--- config.mk ---
export PLATFORM = sky130hd
export DESIGN_NAME = alu_core
export DESIGN_NICKNAME = d
export VERILOG_FILES = /design/src/rtl/alu_core.sv
export SDC_FILE = /design/constraint.sdc
export NUM_CORES = 1
export LEC_CHECK = 0
export CORE_MARGIN = 2
export CORE_UTILIZATION = 53
export DETAILED_ROUTE_END_ITERATION = 12
export PLACE_DENSITY = 0.81
export SYNTH_ARGS = -nofsm -noshare
export SYNTH_HDL_FRONTEND = slang
export SYNTH_SLANG_ARGS = --single-unit
--- constraint.sdc ---
create_clock -name clk -period 2.7 [get_ports clk]
set_input_delay 0.54 -clock clk [delete_from_list [all_inputs] [get_ports clk]]
set_output_delay 0.54 -clock clk [all_outputs]
set_load 0.05 [all_outputs]
--- src/rtl/alu_core.sv ---
// rtl/alu_core.sv - 8-bit ALU with single-cycle add/and/xor and shift-add multiply
module alu_core #(
    parameter int MUL_STEPS = 8
) (
    input  logic        clk,
    input  logic        reset,
    input  logic        start,
    input  logic [2:0]  op,
    input  logic [7:0]  A,
    input  logic [7:0]  B,
    output logic        done,
    output logic [15:0] result,
    output logic        err,
    output logic        busy
);

    localparam logic [2:0] OP_NOP = 3'b000;
    localparam logic [2:0] OP_ADD = 3'b001;
    localparam logic [2:0] OP_AND = 3'b010;
    localparam logic [2:0] OP_XOR = 3'b011;
    localparam logic [2:0] OP_MUL = 3'b100;
    localparam int CW = $clog2(MUL_STEPS + 1);

    typedef enum logic [1:0] {S_IDLE, S_EXEC, S_MUL, S_WAIT_LOW} state_t;

    state_t          state;
    logic [2:0]      op_q;
    logic [7:0]      a_q;
    logic [7:0]      b_q;
    logic [15:0]     mcand;
    logic [7:0]      mplier;
    logic [15:0]     acc;
    logic [CW-1:0]   count;
    logic [8:0]      sum;

    assign sum = {1'b0, a_q} + {1'b0, b_q};

    always_ff @(posedge clk or posedge reset) begin
        if (reset) begin
            state  <= S_IDLE;
            op_q   <= OP_NOP;
            a_q    <= 8'h00;
            b_q    <= 8'h00;
            mcand  <= 16'h0000;
            mplier <= 8'h00;
            acc    <= 16'h0000;
            count  <= '0;
            done   <= 1'b0;
            err    <= 1'b0;
            busy   <= 1'b0;
            result <= 16'h0000;
        end else begin
            done <= 1'b0;
            err  <= 1'b0;
            case (state)
                S_IDLE: begin
                    if (start) begin
                        op_q <= op;
                        a_q  <= A;
                        b_q  <= B;
                        if (op == OP_MUL) begin
                            state  <= S_MUL;
                            busy   <= 1'b1;
                            count  <= '0;
                            acc    <= 16'h0000;
                            mcand  <= {8'h00, A};
                            mplier <= B;
                        end else if (op != OP_NOP) begin
                            state <= S_EXEC;
                            busy  <= 1'b1;
                        end
                    end
                end
                S_EXEC: begin
                    case (op_q)
                        OP_ADD:  result <= {7'b0, sum};
                        OP_AND:  result <= {8'h00, a_q & b_q};
                        OP_XOR:  result <= {8'h00, a_q ^ b_q};
                        default: begin
                            result <= 16'h0000;
                            err    <= 1'b1;
                        end
                    endcase
                    done  <= 1'b1;
                    state <= S_WAIT_LOW;
                end
                S_MUL: begin
                    // Final edge after the last iteration only publishes the product
                    if (count == CW'(MUL_STEPS)) begin
                        result <= acc;
                        done   <= 1'b1;
                        state  <= S_WAIT_LOW;
                    end else begin
                        if (mplier[0])
                            acc <= acc + mcand;
                        mcand  <= mcand << 1;
                        mplier <= mplier >> 1;
                        count  <= count + 1'b1;
                    end
                end
                S_WAIT_LOW: begin
                    busy <= 1'b0;
                    if (!start)
                        state <= S_IDLE;
                end
                default: state <= S_IDLE;
            endcase
        end
    end

endmodule

==> results of run 1 <==
[per-layer routing]
| layer | vias to the layer above | global-route usage, % |
|---|---|---|
| met1 | 1905 | 33.0 |
| met3 | 21 | 4.60 |
| li1 | 1865 | - |
| met5 | - | 0 |
| met2 | 113 | 40.3 |
| met4 | 0 | 7.48 |
[power by group through the flow]
| stage | clock network [mW] | registers (mW) | logic (mW) |
|---|---|---|---|
| after global routing | 1.07 | 2.29 | 4.32 |
| final | 0.989 | 2.21 | 3.89 |
| after CTS | 1.01 | 2.21 | 3.88 |
| after detailed placement | 0 | 2.23 | 3.85 |
| after floorplan | 0 | 2.45 | 2.63 |
| after global placement | 0 | 2.21 | 3.73 |
[worst max-delay path: cells and delay by family (launching register included)]
kind	cells	cell delay [ps]
compound gates	5	1360
fa+ha+maj	2	420
buf+inv	1	70
flops	1	420
simple gates	1	80
[cells by family after synthesis]
family                     Yosys count
and+or+nand+nor                    148
AOI/OAI and AO/OA                  139
DFF                                 84
buffers and inverters               43
muxes                               40
adders and majority gates           31
xor gates and xnor gates            10
[worst min-delay path by stage]
stage | slack (ps) | endpoint | startpoint | cells past startpoint
CTS | 490 | mplier[1]$_DFFE_PP0P_ | mplier[1]$_DFFE_PP0P_ | 2
global route | 520 | mplier[1]$_DFFE_PP0P_ | mplier[1]$_DFFE_PP0P_ | 2
detailed placement | 470 | mplier[1]$_DFFE_PP0P_ | mplier[1]$_DFFE_PP0P_ | 2
finish | 490 | mplier[0]$_DFFE_PP0P_ | mplier[0]$_DFFE_PP0P_ | 2
global placement | 460 | mplier[1]$_DFFE_PP0P_ | mplier[1]$_DFFE_PP0P_ | 2
floorplan | 450 | mplier[1]$_DFFE_PP0P_ | mplier[1]$_DFFE_PP0P_ | 2
[through the flow]
step	power (mW)	hold slack (ps)
6_report	7.09	486
5_1_grt	7.67	520
3_5_place_dp	6.08	472
2_1_floorplan	5.07	450
3_3_place_gp	5.94	464
4_1_cts	7.10	491
[flip-flops by register name, indices dropped and copies added (netlist names)]
signal / cells
busy: 1
count: 4
b_q: 8
op_q: 3
done: 1
err: 1
result: 16
acc: 16
a_q: 8
mcand: 16
mplier: 8
state: 2
[area by class of cell]
class	count	area (um2)
clock buffer	12	145
clock inverter	4	72.6
fill	712	3210
inverter	18	71.3
multi-input combinational	368	2570
sequential	84	2100
tap	108	135
timing repair buffer	50	500
[cell usage in the layout (no fill, tap or decap), types with 8 or more instances in the layout]
cell and count:
a21o_1 10, a21oi_1 26, a22o_1 10, buf_4 8
clkbuf_8 10, clkdlybuf4s50_1 40, dfrtp_1 84, ha_1 29
inv_1 17, mux2_2 22, mux2i_1 18, nand2_1 70
nand3_1 16, nor2_1 25, nor2b_1 8, o21ai_0 38
==> impl_metrics.yaml, run 1 <==
global_routing:
  grt_pass1_vias: 3855
  overflow: 0
  grt_max_degree: 85
  grt_pass1_wl_mm: 19.2
  track_usage_pct: 24.4
  antenna_found_initial: 0
power:
  clockPowerShare_pct: 13.9
  leakage_nw: 2.60
  powerDensity_nw_per_um2: 1270
  power.share.switching_pct: 45.6
  peakVddDrop_v: 0.000682
  power_frac_comb_pct: 54.9
  p_int_mw: 3.86
  p_sw_mw: 3.23
  p_seq_share_pct: 31.2
sta:
  relSlewSlack_pct: 65.4
  max_clock_freq_ghz: 0.406
  setup_slack_ps: 235
  finalCritPeriodShare_pct: 91.3
  worst_pin_slew_ps: 517
  min_period_ps: 2460
  grt_setup_unrepaired: "false"
  setup_viol: 0
  fin_skew_ps: 6.61
  hold_viol: 0
  slew_violations: 0
  final.setup.tns_ps: 0
clock_tree:
  ctsHoldBuffers: 0
  ctsResizeCount: 0
  root_buffer: "clkbuf_8"
  cts_buffers: 9
  cts_sinks: 84
  worstSkewPairLatency_ps: 350
  post_cts.repair.setup_buffers: 0
  max-clock-path-buffers: 2
  path_clk_slew_ps: 80
  htreeDepth: 3
  cts_tree: "yes"
synthesis:
  yosysWarningCount: 0
  yosysTopAreaCell: "dfrtp_1"
  synth_top_area_share_pct: 43.2
  synth-seq-area-share_pct: 43.2
  yosys.area_share.simple_pct: 13.9
  async_flop_share_pct: 100
  synth_most_common_cell: "dfrtp_1"
  synth-compound-area-share_pct: 20.0
  synth_cell_type_count: 58
  synth_nets: 548
  yosys.area_share.xor_xnor_pct: 1.80
  ys_ff_latch: 84
  synth_area_leaders: "dfrtp_1 43%, ha_1 7.5%, nand2_1 5.4%"
  synthFlopType: "dfrtp_1"
  postSynthAreaPerCell_um2: 9.83
  yosys-mux-area-fraction_pct: 8.80
  synth_cells: 495
  synth_edf_count: 0
  syn_area_um2: 4860
  synth_top_family_by_area: "compound AO/OA/AOI/OAI gates"
  synthAdderAreaFrac_pct: 8.28
  synthTopCellsByCount: "84 x dfrtp_1, 70 x nand2_1, 38 x o21ai_0, 29 x ha_1, 26 x a21oi_1"
finish:
  stdcell_area_um2: 5600
  drive_gt1_share_pct: 10.4
  area_growth_pct: 15.0
  final_util_pct: 63.6
  final_cells: 644
  nNetsFinal: 584
  antenna_cells: 0
worst_setup_path:
  required_ps: 2960
  critical_path.max_fanout: 5
  reg2reg_to: "acc[12]$_DFFE_PP0P_"
  reg2reg_depth: 9
  slowest_delay_ps: 450
  crit_type: "reg -> reg"
  cp-startpoint: "mcand[0]$_DFFE_PP0P_"
  crit_slowest_cell: "o311ai_0"
  cp-endpoint: "acc[12]$_DFFE_PP0P_"
  worstSetupEndpointType: "register"
  regToRegSetupSlack_ps: 240
  critPathArrivalTime_ps: 2720
  critPathLaunchType: "register"
  path_cells: "ha_1, inv_1, fa_1, nor2b_1, o31a_1, o311ai_0, a21oi_1, o21a_1, o31ai_1"
  rr_startpoint: "mcand[0]$_DFFE_PP0P_"
min_path:
  hp-class: "reg -> reg"
placement:
  dpl.cell_count: 628
  routabilityCongestion: 0.865
  placed_area_um2: 5380
  port_buffers: 40
  pre_cts_ws_ps: 80.9
  dp_hpwl_mm: 8.11
floorplan:
  rows: 34
  die_h_um: 99.8
  start_util_pct: 55.2
  core_area_um2: 8810
  die_area_um2: 9960
  die_w_um: 99.8
  io_pins: 41
route:
  routedWlPerCell_um: 17.4
  drt_iter0_markers: 234
  routed_wirelength_mm: 11.2
  vias: 3904
  maxUsedRoutingLayer: "met4"
  wl_met3_um: 542
  routed_via_density: 6.06
  ant_nets: 0
  drc: 0
  drt-met1-wl_mm: 4.95
  firstDrtPassIters: 4
  wl_met2_mm: 5.50
outcome:
  status: "finished, final reports clean"
job:
  max-cap-violations: 0
Power figures use the tool's default switching activity.
==> run 2: changes to the inputs <==
--- a/config.mk
+++ b/config.mk
@@ -5,6 +5,7 @@
 export SDC_FILE = /design/constraint.sdc
 export NUM_CORES = 1
 export LEC_CHECK = 0
+export ABC_AREA = 1
 export CORE_MARGIN = 2
 export CORE_UTILIZATION = 53
 export DETAILED_ROUTE_END_ITERATION = 12
==> run 2 against run 1 <==
Compared with the run above:
- wire length rose by 3.3%
- via count rose by 7.8%
- critical endpoint is now acc[14]$_DFFE_PP0P_
- synthesized area fell by 1.4%
- largest cell class unchanged
==> impl_metrics.yaml, run 2 <==
sta:
  worst_pin_slew_ps: 683
  finalCritPeriodShare_pct: 86.3
  holdWs_ps: 509
  relSlewSlack_pct: 54.3
  fin_skew_ps: 5.87
  min_period_ps: 2330
  slew_violations: 0
  final.setup.tns_ps: 0
  grt_setup_unrepaired: "false"
  setup_viol: 0
  hold_viol: 0
  setup_slack_ps: 369
  max_clock_freq_ghz: 0.429
route:
  maxUsedRoutingLayer: "met4"
  firstDrtPassIters: 5
  drc: 0
  drt-met1-wl_mm: 5.40
  ant_nets: 0
  wl_met3_um: 593
  routedWlPerCell_um: 15.5
  routed_via_density: 5.64
  wl_met2_mm: 5.32
  routed_wirelength_mm: 11.6
  drt_iter0_markers: 259
  vias: 4210
clock_tree:
  ctsResizeCount: 0
  root_buffer: "clkbuf_8"
  cts_tree: "yes"
  cts_sinks: 84
  max-clock-path-buffers: 2
  worstSkewPairLatency_ps: 360
  path_clk_slew_ps: 90
  htreeDepth: 3
  post_cts.repair.setup_buffers: 0
  cts_buffers: 9
  ctsHoldBuffers: 0
synthesis:
  ys_ff_latch: 84
  synthTopCellsByCount: "151 x nand2_1, 84 x dfrtp_1, 64 x inv_1, 38 x a21oi_1, 38 x nor2_1"
  synth_most_common_cell: "nand2_1"
  synth_cells: 585
  postSynthAreaPerCell_um2: 8.20
  yosysWarningCount: 0
  synth_top_area_share_pct: 43.8
  synth-seq-area-share_pct: 43.8
  synth_edf_count: 0
  async_flop_share_pct: 100
  synth_cell_type_count: 41
  yosysTopAreaCell: "dfrtp_1"
  synthFlopType: "dfrtp_1"
  synth_nets: 638
  synth_area_leaders: "dfrtp_1 44%, nand2_1 12%, ha_1 7.6%"
  syn_area_um2: 4790
floorplan:
  die_h_um: 99.1
  io_pins: 41
  core_area_um2: 8760
  rows: 34
  die_w_um: 99.1
  start_util_pct: 54.7
  die_area_um2: 9820
worst_setup_path:
  crit_type: "reg -> reg"
  critPathLaunchType: "register"
  required_ps: 2950
  worstSetupEndpointType: "register"
  critical_path.max_fanout: 4
  critPathArrivalTime_ps: 2590
global_routing:
  track_usage_pct: 25.2
  grt_pass1_wl_mm: 19.7
  grt_pass1_vias: 4214
  grt_max_degree: 38
  antenna_found_initial: 0
  overflow: 0
finish:
  nNetsFinal: 686
  drive_gt1_share_pct: 8.62
  most-common-layout-cells: "151 x nand2_1, 84 x dfrtp_1, 63 x inv_1"
  area_growth_pct: 16.1
  reg.largest.list: "acc: 16 flops, mcand: 16 flops, result: 16 flops"
  antenna_cells: 0
  layout_commonest_cell: "nand2_1"
min_path:
  hp-class: "reg -> reg"
outcome:
  status: "finished, final reports clean"
placement:
  routabilityCongestion: 0.907
  dp_hpwl_mm: 8.88
  pre_cts_ws_ps: 236
  port_buffers: 40
power:
  powerDensity_nw_per_um2: 1280
  leakage_nw: 2.74
  p_total_mw: 7.11
  peakVddDrop_v: 0.000754
job:
  max-cap-violations: 0
## run 2: cell types whose count changed after synthesis, sizes merged, moves of 15 or more
| cell | delta |
|---|---|
| nand2 | +82 |
| nand3 | +15 |
| inv | +52 |
| mux2i | -18 |
| nor2 | +17 |
## run 2: per-layer routing
metal	GRT usage (%)	up-vias
met5	0	-
li1	-	2045
met2	40.2	121
met4	9.38	0
met1	35.1	2022
met3	4.01	22
## run 2: area by class of cell
cell class	count	area [um2]
Fill cell	720	3200
Multi-Input combinational cell	419	2370
Sequential cell	84	2100
Timing Repair Buffer	49	480
Inverter	70	269
Tap cell	108	135
Clock buffer	9	124
Clock inverter	7	81.3
## run 2: logic make-up after synthesis
logic type      synth area share (%)
xor+xnor                        1.46
simple gates                    22.0
mux                             2.35
fa+ha+maj                       8.40
compound gates                  15.3
buf+inv                         6.63
flops                           43.8
## run 2: final timing paths
path / start / endpoint / slack [ps] / cells after the start
worst max-delay path: mcand[0]$_DFFE_PP0P_ / acc[14]$_DFFE_PP0P_ / 370 / 11
worst min-delay path: result[9]$_DFFE_PP0P_ / result[9]$_DFFE_PP0P_ / 510 / 1
worst max register to register: mcand[0]$_DFFE_PP0P_ / acc[14]$_DFFE_PP0P_ / 370 / 11
worst min register to register: result[9]$_DFFE_PP0P_ / result[9]$_DFFE_PP0P_ / 510 / 1
max in group asynchronous: reset / a_q[5]$_DFFE_PP0P_ / 1440 / 3
min in group asynchronous: reset / result[10]$_DFFE_PP0P_ / 600 / 2
## run 2: worst max-delay path: stages (launching register included)
cell	delay, ps
dfrtp_1	410
ha_1	200
inv_1	60
fa_1	410
o21ai_0	490
nand2_1	110
nand2_1	170
nand2_1	130
nand2_1	90
nand2_1	50
nand3_1	70
nand2_1	50
## run 2: metrics by stage
stage                     instances  util [%]  instance area (um2)
after CTS                       746      63.5                 5570
after floorplan                 585         -                 4800
final                           746      63.5                 5570
after detailed placement        730      61.2                 5360
after global placement          730      61.2                 5360
after global routing            746      63.5                 5570
## run 2: power breakdown
| part | total [mW] | switching [mW] | internal [mW] |
|---|---|---|---|
| Clock | 0.936 | 0.492 | 0.444 |
| Combinational | 4.01 | 2.56 | 1.45 |
| Sequential | 2.17 | 0.392 | 1.77 |
